### src/rtl/td4x_core.sv
// td4x_core: parametrised 4-bit-class accumulator CPU core.
// Single-cycle fetch/execute from an internal writable program RAM, with
// run/halt/single-step control and runtime program load.
//
// Ports:
//   clock, reset        rising-edge clock, async active-low reset
//   start, stop, step   run control (level-sampled)
//   pgm_we/addr/data    program RAM write port (honoured outside RUN)
//   in_data             IN_CH input channels, DATA_W bits each
//   out_data, out_valid output latch and one-cycle "OUT executed" pulse
//   pc, carry           architectural program counter and carry flag
//   running, halted     state == RUN / state == HALTED
module td4x_core #(
  parameter int DATA_W = 4,
  parameter int ADDR_W = 4,
  parameter int IN_CH  = 1
) (
  input  logic                    clock,
  input  logic                    reset,
  input  logic                    start,
  input  logic                    stop,
  input  logic                    step,
  input  logic                    pgm_we,
  input  logic [ADDR_W-1:0]       pgm_addr,
  input  logic [4+DATA_W-1:0]     pgm_data,
  input  logic [IN_CH*DATA_W-1:0] in_data,
  output logic [DATA_W-1:0]       out_data,
  output logic                    out_valid,
  output logic [ADDR_W-1:0]       pc,
  output logic                    carry,
  output logic                    running,
  output logic                    halted
);
  localparam int IW    = 4 + DATA_W;
  localparam int DEPTH = 2**ADDR_W;
  localparam int SEL_W = (IN_CH > 1) ? $clog2(IN_CH) : 1;

  localparam logic [3:0] OP_ADD_AI = 4'b0000, OP_MOV_AB = 4'b0001,
                         OP_IN_A   = 4'b0010, OP_MOV_AI = 4'b0011,
                         OP_MOV_BA = 4'b0100, OP_ADD_BI = 4'b0101,
                         OP_IN_B   = 4'b0110, OP_MOV_BI = 4'b0111,
                         OP_ADD_AB = 4'b1000, OP_OUT_B  = 4'b1001,
                         OP_OUT_A  = 4'b1010, OP_OUT_I  = 4'b1011,
                         OP_JC     = 4'b1100, OP_HLT    = 4'b1101,
                         OP_JNC    = 4'b1110, OP_JMP    = 4'b1111;

  typedef enum logic [1:0] {S_IDLE, S_RUN, S_HALTED} state_t;

  state_t              state_q, state_n;
  logic [IW-1:0]       ram [DEPTH];
  logic [DATA_W-1:0]   a_q, b_q, a_n, b_n, out_n;
  logic [ADDR_W-1:0]   pc_n;
  logic                c_n, out_valid_n;
  logic [IW-1:0]       instr;
  logic [3:0]          op;
  logic [DATA_W-1:0]   imm, alu_in, addend, alu_r, in_val;
  logic                alu_c, exec;
  logic [SEL_W-1:0]    sel;

  // Fetch is combinational; a same-edge write lands after the read.
  assign instr = ram[pc];
  assign op    = instr[IW-1 -: 4];
  assign imm   = instr[DATA_W-1:0];

  // Stop wins over execution in RUN; start wins over step outside RUN.
  assign exec = (state_q == S_RUN) ? !stop : (step && !start);

  always_ff @(posedge clock)
    if (pgm_we && state_q != S_RUN) ram[pgm_addr] <= pgm_data;

  // State register
  always_ff @(posedge clock or negedge reset)
    if (!reset) state_q <= S_IDLE;
    else        state_q <= state_n;

  // Next-state logic
  always_comb begin
    state_n = state_q;
    case (state_q)
      S_RUN:   if (stop) state_n = S_HALTED;
               else if (op == OP_HLT) state_n = S_HALTED;
      default: if (start) state_n = S_RUN;
               else if (exec && op == OP_HLT) state_n = S_HALTED;
    endcase
  end

  // State outputs
  always_comb begin
    running = (state_q == S_RUN);
    halted  = (state_q == S_HALTED);
  end

  // Channel select wraps to the next power of two; unmapped channels read 0.
  assign sel = (IN_CH > 1) ? imm[SEL_W-1:0] : '0;

  always_comb begin
    in_val = '0;
    for (int k = 0; k < IN_CH; k++)
      if (int'(sel) == k) in_val = in_data[k*DATA_W +: DATA_W];
  end

  // ALU source: register operand for ADD/MOV-from/OUT-reg, zero for
  // immediate loads and jumps (so jumps always clear carry).
  always_comb begin
    alu_in = '0;
    addend = imm;
    case (op)
      OP_ADD_AI, OP_MOV_BA, OP_OUT_A: alu_in = a_q;
      OP_MOV_AB, OP_ADD_BI, OP_OUT_B: alu_in = b_q;
      OP_ADD_AB: begin alu_in = a_q; addend = b_q; end
      default:   alu_in = '0;
    endcase
    {alu_c, alu_r} = {1'b0, alu_in} + {1'b0, addend};
  end

  always_comb begin
    a_n         = a_q;
    b_n         = b_q;
    c_n         = carry;
    pc_n        = pc;
    out_n       = out_data;
    out_valid_n = 1'b0;
    if (exec) begin
      pc_n = pc + ADDR_W'(1);
      c_n  = alu_c;
      case (op)
        OP_ADD_AI, OP_MOV_AB, OP_MOV_AI, OP_ADD_AB: a_n = alu_r;
        OP_MOV_BA, OP_ADD_BI, OP_MOV_BI:            b_n = alu_r;
        OP_IN_A: begin a_n = in_val; c_n = 1'b0; end
        OP_IN_B: begin b_n = in_val; c_n = 1'b0; end
        OP_OUT_A, OP_OUT_B, OP_OUT_I: begin out_n = alu_r; out_valid_n = 1'b1; end
        OP_JC:   if (carry)  pc_n = imm[ADDR_W-1:0];
        OP_JNC:  if (!carry) pc_n = imm[ADDR_W-1:0];
        OP_JMP:  pc_n = imm[ADDR_W-1:0];
        OP_HLT:  c_n = carry;
        default: ;
      endcase
    end
  end

  always_ff @(posedge clock or negedge reset)
    if (!reset) begin
      a_q       <= '0;
      b_q       <= '0;
      carry     <= 1'b0;
      pc        <= '0;
      out_data  <= '0;
      out_valid <= 1'b0;
    end else begin
      a_q       <= a_n;
      b_q       <= b_n;
      carry     <= c_n;
      pc        <= pc_n;
      out_data  <= out_n;
      out_valid <= out_valid_n;
    end
endmodule

### config.mk
export PLATFORM = sky130hd
export DESIGN_NAME = td4x_core
export DESIGN_NICKNAME = d
export VERILOG_FILES = /design/src/rtl/td4x_core.sv
export SDC_FILE = /design/constraint.sdc
export NUM_CORES = 1
export LEC_CHECK = 0
export ABC_AREA = 1
export CAP_MARGIN = 20
export CORE_MARGIN = 2
export CORE_UTILIZATION = 35
export DETAILED_ROUTE_END_ITERATION = 10
export HOLD_SLACK_MARGIN = 0.05
export PLACE_DENSITY_LB_ADDON = 0.25
export SYNTH_ARGS = -nofsm -noshare
export SYNTH_HDL_FRONTEND = slang
export SYNTH_SLANG_ARGS = --single-unit
### constraint.sdc
create_clock -name clock -period 6.1 [get_ports clock]
set_input_delay 1.22 -clock clock [delete_from_list [all_inputs] [get_ports clock]]
set_output_delay 1.22 -clock clock [all_outputs]
set_load 0.02 [all_outputs]
# Yosys cells after proc, flatten, opt, wreduce, memory -nomap -nowiden
# Memories as Yosys holds them, arrays and structs flattened.
# Cells that the tools add are included.
# W data, S select, Z words.
# totals
reg_bits	20
ramBits	128
in_bits	22
output_inout_bits	12
word_cells	68
mem_count	1
# memory_table
memory	words	word_bits	read_ports	rd_clocked_by_memory_dff	wr	line_no	source
ram	16	8	1	0	1	50	logic [IW-1:0] ram [DEPTH];
# op_classes
n_addsub	2
n_eq_ne	19
n_mux	18
n_bitwise	1
n_reduce_logical	20
# ops
cell	n
$eq A4 B4 Y1 const B	8
$pmux W4 S2	3
$eq A4 B3 Y1 const B	4
$mux W4	3
$pmux W4 S3	1
$mux W2	5
$reduce_and A2 Y1	5
$reduce_or A3 Y1	3
$eq A4 B2 Y1 const B	2
$reduce_or A4 Y1	2
$add A4 B4 Y5	1
$mux W1	5
$add A4 B1 Y4 const B	1
$eq A4 B1 Y1 const B	1
$logic_not A4 Y1	1
$reduce_bool A2 Y1	2
$logic_and A1 B1 Y1	3
$ne A3 B2 Y1 const B	1
$reduce_bool A3 Y1	1
$eq A2 B1 Y1 const B	1
$eq A2 B2 Y1 const B	1
$logic_not A1 Y1	2
$ne A2 B1 Y1 const B	1
$pmux W1 S2	1
other kinds (2)	2

# Depth between registers and ports, before layout
# logic_depth
depth_word	7
ltp_mapped	21
ltp_nobuf	19

# Worst setup path after synthesis
# OpenSTA, ideal clock, no wires.
# synth_path
path_kind	reg2reg
start	reg pc[0]
end	reg b_q[2]
setup_time_ns	0.122
arrival_ns	2.767
required_time_ns	5.978
setup_slack_ns	3.211
path_stages_with_launch	21
path_buffers	2
synth_period_minus_slack_ns	2.889
path_cell_list	dfrtp_1 > buf_2 > inv_4 > buf_4 > nand2_1 > nand3_1 > nand2_1 > nor2_1 > nand2_1 > nand2_2 > nand2_1 > inv_2 > nor2_2 > a22o_1 > ha_1 > fa_1 > xor2_1 > inv_1 > nand2_1 > o21ai_1 > o21ai_1
# synth_between
elab_chain_cells	6
word_cells_on_any_way	19
classes_between	add/sub (1); eq/ne (8); mux (3); reduce/logical (6); memory (1)
# synth_rtl
element	line_no	source
from (decl)	29	output logic [ADDR_W-1:0] pc,
from (signal assigned)	153	pc <= pc_n;
$mem_v2 Z16 W8 (*)	--	
$eq A4 B4 Y1 (tied with other cells)	107	case (op)
$reduce_or A4 Y1 (no line) or $reduce_or A3 Y1 (tied branches)	--	
$pmux W4 S2	107	
$add A4 B4 Y5	113	{alu_c, alu_r} = {1'b0, alu_in} + {1'b0, addend};
$pmux W4 S2	126	case (op)
to (signal assigned)	151	b_q <= b_n;
to (decl)	51	logic [DATA_W-1:0] a_q, b_q, a_n, b_n, out_n;
# Mark *: on every way between the ends. The rest lies on a longest branch, timed or not.
# A chain may end at the register's enable or synchronous reset.

# Worst setup path after layout
# Ends and elaborated chain as after synthesis.

==> results.py <==
metrics = {
    "run_status": {
        "status": "complete, no violations",
    },
    "die": {
        "num_rows": 51,
        "dieArea_um2": 20860,
        "coreArea_um2": 19400,
        "initial_utilization_pct": 35.58,
        "ioPinCount": 34,
        "chipWidth_um": 144.4,
        "dieHeight_um": 144.4,
    },
    "logic_synthesis": {
        "syn_avg_cell_area_um2": 9.601,
        "yosysSeqAreaShare_pct": 62.93,
        "netlist_area_um2": 6903,
        "synth_nets": 747,
        "synth_cells": 719,
        "yosysWarnings": 0,
        "yosys.cell_types.count": 34,
        "ys_ff_latch": 148,
    },
    "sta": {
        "fmax_mhz": 248.4,
        "rsz0062_at_grt": "no",
        "slew_headroom_pct": 36.23,
        "setup_viol": 0,
        "fin_crit_ns": 4.026,
        "hold_viol": 0,
        "final_max_slew_viol_count": 0,
        "tns_ns": 0,
        "worst_pin_slew_ns": 0.9530,
        "finalClockSkew_ns": 0.01259,
        "period_share_pct": 66.00,
    },
    "layout": {
        "final_common_cell": "nand2_1",
        "drive_gt1_share_pct": 7.843,
        "syn_to_final_growth_pct": 16.08,
        "mostFrequentLayoutCells": "nand2_1 (260), edfxtp_1 (128), nor2_1 (82), nand3_1 (62), inv_1 (53)",
        "fin_nets": 780,
        "diodes": 0,
    },
    "global_routing": {
        "grt_pass1_vias": 4629,
        "gr-total-overflow": 0,
        "grt_pass1_wl_mm": 26.50,
        "grt_antenna_before_repair": 0,
        "grt_use_total_pct": 17.30,
        "grt_start_max_net_pins": 56,
    },
    "cts": {
        "clockBufferDepth": 2,
        "cts_setup_buffers": 0,
        "h-tree-depth": 4,
        "cts-hold-fix-buffers": 0,
        "clkSinkCount": 148,
        "cts_resized": 0,
        "clk_latency_ns": 0.42,
        "cts_buffers": 17,
        "cts_tree": "yes",
        "clkTransAtPathRegs_ns": 0.06,
        "root_buffer": "clkbuf_16",
    },
    "min_path": {
        "hp-class": "reg2reg",
    },
    "worst_setup_path": {
        "worstSetupEndpointType": "register",
        "r2r_cells": 18,
        "crit_end": "b_q[2]",
        "cp_max_fo": 55,
        "crit_start": "pc[0]",
        "crit_arrival_ns": 4.37,
        "critical_path_class": "reg2reg",
        "crit_required_ns": 6.44,
        "rr_endpoint": "b_q[2]",
        "reg2reg_from": "pc[0]",
        "reg2reg_slack_ns": 2.07,
        "start_kind": "register",
    },
    "power": {
        "finalPower_w": 0.004213,
        "ir_drop_uv": 233.3,
        "leakage_nw": 3.281,
        "powerDensity_nw_per_um2": 525.8,
    },
    "routing": {
        "dr_total_vias": 4876,
        "ant_nets": 0,
        "wire_per_inst_um": 16.54,
        "drc_errors": 0,
        "via_per_inst": 4.734,
        "wl_mm": 17.03,
        "drtIter0Drc": 416,
        "dr.pass1.iters": 5,
    },
    "place": {
        "portBuffers": 33,
        "hpwl_mm": 11.03,
        "place.gp.congestion": 0.8872,
    },
    "job": {
        "drv_cap": 0,
    },
}
-- per-stage QoR --
step / worst slack (ns) / std cells / area [um^2] / hold slack (ns) / util (%)
floorplan: 3.211 / 719 / 6903 / 0.4419 / -
global placement: 2.118 / 997 / 7455 / 0.4615 / 38.43
detailed placement: 2.070 / 997 / 7455 / 0.4748 / 38.43
CTS: 2.064 / 1029 / 7998 / 0.4896 / 41.23
global route: 1.733 / 1030 / 8013 / 0.5246 / 41.31
finish: 2.074 / 1030 / 8013 / 0.4909 / 41.31
-- kinds of logic after synthesis --
kind of cell	Yosys count	synth area share, %
flip-flops	148	62.93
buffers and inverters	86	5.402
adder cells (fa/ha/maj)	6	1.196
AND/OR/NAND/NOR	425	25.85
AO/OA/AOI/OAI	50	4.114
XOR/XNOR	4	0.5076
-- Yosys cell counts, drive strengths merged --
library cell / instances / area [um^2]
nor3: 3 / 26.28
a22o: 4 / 35.03
nor2: 87 / 371.6
o211ai: 2 / 15.01
edfxtp: 128 / 3844
o21ai: 27 / 138.9
buf: 20 / 122.6
dfrtp: 20 / 500.5
fa: 1 / 20.02
clkbuf: 3 / 11.26
nand2: 270 / 1054
nand3: 63 / 320.3
o22ai: 3 / 25.02
or2: 2 / 12.51
inv: 61 / 231.5
a21oi: 14 / 70.07
clkinv: 2 / 7.510
xor2: 3 / 26.28
xnor2: 1 / 8.760
ha: 5 / 62.56
-- worst min-delay path by stage --
stage | slack (ns) | depth (start not counted) | end | from
after floorplan | 0.44 | 2 | state_q[1] | state_q[1]
after global placement | 0.46 | 2 | state_q[1] | state_q[1]
after detailed placement | 0.47 | 2 | state_q[1] | state_q[1]
after CTS | 0.49 | 2 | state_q[1] | state_q[1]
after global routing | 0.52 | 2 | state_q[1] | state_q[1]
final | 0.49 | 2 | state_q[1] | state_q[1]
-- power by group --
group,leakage [nW],switching [W],internal (W)
Combinational,1.63,0.00130,0.000642
Clock,0.255,0.000417,0.000561
Sequential,1.40,0.000111,0.00119
-- final cells by class --
type | count | area (um^2)
Inverter | 63 | 239.0
Tap cell | 265 | 331.6
Clock buffer | 20 | 436.7
Multi-Input combinational cell | 485 | 2186
Sequential cell | 148 | 4345
Timing Repair Buffer | 37 | 367.9
Fill cell | 1941 | 11390
Clock inverter | 12 | 106.4
-- worst max-delay path: stages, from the launching register on --
cell and delay, ns:
dfrtp_2 0.74, inv_4 0.59, nand2_1 0.11, nand3_1 0.11
nand2_1 0.05, nor2_1 0.25, nand2_1 0.11, nand2_2 0.15
nand2_1 0.16, inv_2 0.19, nor2_2 0.09, a22o_1 0.24
ha_1 0.22, fa_1 0.40, xor2_1 0.20, inv_1 0.08
nand2_1 0.06, o21ai_1 0.05, o21ai_1 0.11
-- state kept, by name (all words and copies together) (netlist names) --
register / count
state_q: 2
out_valid: 1
a_q: 4
b_q: 4
ram: 128
pc: 4
out_data: 4
carry: 1
-- layer usage --
metal  vias to the layer above  share of wire, %  GRT usage, %  wire, um
met4                         0               1.1         4.446       187
met5                         -                 0             0         0
met3                        11               5.4         4.040       913
met2                       157                48         28.21      8139
li1                       2420                 -             -         -
met1                      2288                46         23.38      7792
No activity file was read; power rests on OpenSTA's default activity.
